`config.mk`:
```
export PLATFORM = sky130hd
export DESIGN_NAME = mux_dff_pipe
export DESIGN_NICKNAME = d
export VERILOG_FILES = /design/src/rtl/mux_dff_pipe.sv
export SDC_FILE = /design/constraint.sdc
export NUM_CORES = 1
export LEC_CHECK = 0
export ABC_AREA = 1
export ABC_CLOCK_PERIOD_IN_PS = 1240
export CORE_MARGIN = 1.5
export CORE_UTILIZATION = 40
export DETAILED_ROUTE_END_ITERATION = 6
export MAX_ROUTING_LAYER = met4
export PLACE_DENSITY = 0.76
export SYNTH_ARGS = -nofsm -noshare
export SYNTH_HDL_FRONTEND = slang
export SYNTH_SLANG_ARGS = --single-unit
```
`constraint.sdc`:
```
create_clock -name clk -period 1.24 [get_ports clk]
set_clock_uncertainty 0.05 [all_clocks]
set_input_delay 0.31 -clock clk [delete_from_list [all_inputs] [get_ports clk]]
set_output_delay 0.31 -clock clk [all_outputs]
set_load 0.02 [all_outputs]
```
`src/rtl/mux_dff_pipe.sv`:
```
// rtl/mux_dff_pipe.sv - channel select into an elastic valid/ready register pipeline
//
// Purpose: picks one of NUM_IN WIDTH-bit channels and registers it through
// STAGES elastic stages. The last stage drives q/qbar. This is the registered
// input-select stage placed ahead of datapath blocks that can stall.
//
// Ports:
//   clk        in   1             rising-edge clock
//   rst        in   1             asynchronous active-high reset
//   clr        in   1             synchronous flush of valids, data and sel_err
//   d_in       in   NUM_IN*WIDTH  packed channels, channel i at [i*WIDTH +: WIDTH]
//   sel        in   SEL_W         channel select, sampled with the input beat
//   in_valid   in   1             upstream beat present
//   in_ready   out  1             a beat can be accepted this cycle
//   q          out  WIDTH         last-stage data
//   qbar       out  WIDTH         bitwise inverse of q
//   out_valid  out  1             last stage holds a valid beat
//   out_ready  in   1             downstream accepts the beat
//   sel_err    out  1             sticky: an accepted beat had sel >= NUM_IN
module mux_dff_pipe #(
  parameter int              WIDTH   = 8,
  parameter int              NUM_IN  = 4,
  parameter int              SEL_W   = 2,
  parameter int              STAGES  = 2,
  parameter logic [WIDTH-1:0] RST_VAL = '0
) (
  input  logic                    clk,
  input  logic                    rst,
  input  logic                    clr,
  input  logic [NUM_IN*WIDTH-1:0] d_in,
  input  logic [SEL_W-1:0]        sel,
  input  logic                    in_valid,
  output logic                    in_ready,
  output logic [WIDTH-1:0]        q,
  output logic [WIDTH-1:0]        qbar,
  output logic                    out_valid,
  input  logic                    out_ready,
  output logic                    sel_err
);

  logic [WIDTH-1:0]  r_data [STAGES];
  logic [STAGES-1:0] r_valid;
  logic              r_sel_err;

  logic [WIDTH-1:0]  w_mux;
  logic              w_sel_ok;
  logic [STAGES-1:0] w_ready;
  logic              w_accept;

  // Out-of-range selects produce zero data; w_sel_ok feeds the sticky flag.
  always_comb begin
    w_mux    = '0;
    w_sel_ok = 1'b0;
    for (int i = 0; i < NUM_IN; i++) begin
      if (sel == SEL_W'(i)) begin
        w_mux    = d_in[i*WIDTH +: WIDTH];
        w_sel_ok = 1'b1;
      end
    end
  end

  // Pass-through ready chain, walked from the output back to stage 0 so a
  // full pipe with out_ready high still accepts a beat without a bubble.
  always_comb begin
    logic w_rdy;
    w_rdy   = out_ready;
    w_ready = '0;
    for (int k = STAGES - 1; k >= 0; k--) begin
      w_rdy      = !r_valid[k] || w_rdy;
      w_ready[k] = w_rdy;
    end
  end

  assign in_ready = w_ready[0] && !clr && !rst;
  assign w_accept = in_valid && in_ready;

  always_ff @(posedge clk or posedge rst) begin
    if (rst) begin
      r_valid   <= '0;
      r_sel_err <= 1'b0;
      for (int k = 0; k < STAGES; k++) r_data[k] <= RST_VAL;
    end else if (clr) begin
      r_valid   <= '0;
      r_sel_err <= 1'b0;
      for (int k = 0; k < STAGES; k++) r_data[k] <= RST_VAL;
    end else begin
      if (w_ready[0]) begin
        r_valid[0] <= w_accept;
        if (w_accept) r_data[0] <= w_mux;
      end
      // Bubbles move valid=0 forward but leave the data register untouched.
      for (int k = 1; k < STAGES; k++) begin
        if (w_ready[k]) begin
          r_valid[k] <= r_valid[k-1];
          if (r_valid[k-1]) r_data[k] <= r_data[k-1];
        end
      end
      if (w_accept && !w_sel_ok) r_sel_err <= 1'b1;
    end
  end

  assign q         = r_data[STAGES-1];
  assign qbar      = ~q;
  assign out_valid = r_valid[STAGES-1];
  assign sel_err   = r_sel_err;

endmodule

```
==> flow_metrics.env <==
export IMPL_worstSetupPathType="flop to output pin"
export IMPL_ios=58
export IMPL_worstPathArrival_ns=1.05
export IMPL_syn_area_sq_um=1196
export IMPL_grt_pass1_wl_um=5271
export IMPL_clk_pin_slew_ns=0.11
export IMPL_fmax_mhz=707.9
export IMPL_cts_max_level=1
export IMPL_violations="DRC, setup timing"
export IMPL_drive_above_1_share_pct=33.73
export IMPL_die_w_um=57.69
export IMPL_peakVddDrop_mv=0.3254
export IMPL_drc=8
export IMPL_grt_total_usage_pct=20.83
export IMPL_cp_end_kind="output pin"
export IMPL_overflow=0
export IMPL_grt_pass1_vias=1291
export IMPL_ant_nets=0
export IMPL_yosys_warnings=0
export IMPL_maxCapViolations=0
export IMPL_final_min_clock_period_ns=1.413
export IMPL_hold_buffers=0
export IMPL_syn_avg_cell_area_sq_um=7.249
export IMPL_finalWirelength_um=3285
export IMPL_final_hold_viol_count=0
export IMPL_worst_path_max_fanout=2
export IMPL_cts_buffer_depth=2
export IMPL_synth_nets=204
export IMPL_r2r_end="r_data[10]"
export IMPL_synthDistinctLibCells=18
export IMPL_setup_tns_final_ns=-0.4313
export IMPL_cts_root_buf="clkbuf_4"
export IMPL_outcome="finished, violations left"
export IMPL_slew_headroom_pct=78.08
export IMPL_reg2regPathDepth=7
export IMPL_power_mw=1.402
export IMPL_avgViaCountPerCell=4.979
export IMPL_grt_max_degree=20
export IMPL_worstMarginPinSlew_ns=0.3288
export IMPL_wl_per_cell_um=11.73
export IMPL_setup_slack_ns=-0.1726
export IMPL_firstDrtPassIters=6
export IMPL_rsz0062_at_grt="yes"
export IMPL_finalCritPeriodShare_pct=113.9
export IMPL_drtIter0Drc=26
export IMPL_port_buffers=57
export IMPL_start_util_pct=42.64
export IMPL_timing_rr_start="r_valid[1]"
export IMPL_antenna_cells=0
export IMPL_num_rows=19
export IMPL_dieArea_sq_um=3328
export IMPL_cp_required_ns=0.88
export IMPL_antenna_found_initial=0
export IMPL_clk_latency_ns=0.31
export IMPL_final_common_cell="nand2_1"
export IMPL_synth_seq_cells=19
export IMPL_vias=1394
export IMPL_power_leakage_nw=1.038
export IMPL_nets=289
export IMPL_core_area_sq_um=2805
export IMPL_worst_setup_path_start_kind="flop"
export IMPL_synth_cells=165
export IMPL_drv_slew=0
export IMPL_power_density_nw_per_um2=673.9
export IMPL_worst_hold_slack_ns=0.1224
export IMPL_tritoncts="built"
export IMPL_setup_viol=12
export IMPL_dieHeight_um=57.69
export IMPL_min_path_type="primary input to asynchronous set/reset pin"
export IMPL_syn2layout_area_growth_pct=73.95
export IMPL_cts_sinks=19
export IMPL_gp_congestion=0.7491
export IMPL_cts_buffers_inserted=3
export IMPL_final_cell_mix="nand2_1, clkdlybuf4s50_1, buf_4"
export IMPL_fin_util_pct=74.17
export IMPL_seq_area_frac_synth_pct=39.75
export IMPL_hpwl_um=2283
export IMPL_ff2ff_setup_slack_ns=-0.01
==> synthesized netlist by cell type <==
cell type	instances	area share, %
buf_4	9	5.6
inv_6	1	0.73
buf_6	3	2.8
inv_2	3	0.94
dfrtp_1	19	40
o21ai_0	13	5.4
nor2_4	1	0.94
inv_1	18	5.6
a21oi_1	1	0.42
nand3_1	17	7.1
nand3_4	1	1.5
nand2_1	51	16
nor2_2	2	1.0
nor2_1	10	3.1
nand2_4	2	1.9
or2_0	3	1.6
buf_8	1	1.3
o21ai_1	10	4.2
==> flip-flops by register name (all words and copies together) (netlist names) <==
name     count
q            8
r_data       8
r_valid      2
sel_err      1
==> stage by stage <==
stage | instances | setup WS (ns) | area [sq um]
after global placement | 256 | -0.7824 | 1834
after global routing | 280 | -0.2150 | 2081
final | 280 | -0.1726 | 2081
after CTS | 267 | -0.1675 | 1916
after floorplan | 165 | 0.04646 | 1196
after detailed placement | 256 | -0.8523 | 1834
==> cell families (layout without fill, tap and decap cells) <==
| group | after synthesis | after routing | synth area share [%] |
|---|---|---|---|
| flops | 19 | 19 | 39.75 |
| compound gates | 24 | 24 | 10.04 |
| simple gates | 87 | 89 | 33.16 |
| buf+inv | 35 | 117 | 17.05 |
==> worst max-delay path by stage <==
stage                from  endpoint  slack, ns  cells after the start
2_1_floorplan  r_valid[1]  in_ready       0.05                      3
3_3_place_gp    out_ready  in_ready      -0.78                      6
3_5_place_dp    out_ready  in_ready      -0.85                      6
4_1_cts        r_valid[0]  in_ready      -0.17                      4
5_1_grt        r_valid[1]  in_ready      -0.21                      4
6_report       r_valid[1]  in_ready      -0.17                      4
==> routing by layer <==
layer  routed length [um]  vias to the layer above  GRT usage (%)
li1                     -                      681              -
met1                 1275                      647          22.03
met2                 1752                       61          38.96
met3                  191                        5          1.116
met4                   66                        0          10.30
met5                    0                        -              -
==> report_power, final <==
group	switching, mW	internal [mW]	total, mW
Sequential	0.0143	0.638	0.653
Combinational	0.187	0.242	0.430
Clock	0.194	0.126	0.320
Total	0.396	1.01	1.40
==> final cells by class <==
class | count | area (sq um)
tap | 31 | 38.79
multi-input combinational | 113 | 560.5
clock buffer | 4 | 26.28
sequential | 19 | 475.5
timing repair buffer | 91 | 887.1
inverter | 22 | 92.59
fill | 234 | 724.4
==> worst max-delay path: stages (launching register included) <==
cell and delay [ns]:
dfrtp_1 0.39, nand3_2 0.11, nand2_2 0.09, inv_2 0.04
buf_6 0.12
==> what timing repair did <==
action / in CTS / in global routing
resized for setup: 116 / 23
gates cloned: 1 / 2
setup buffers: 6 / 12
setup endpoints to repair: 33 / 35
pin swaps: 2 / 4
Note: power is estimated with default switching activity, not from simulation.
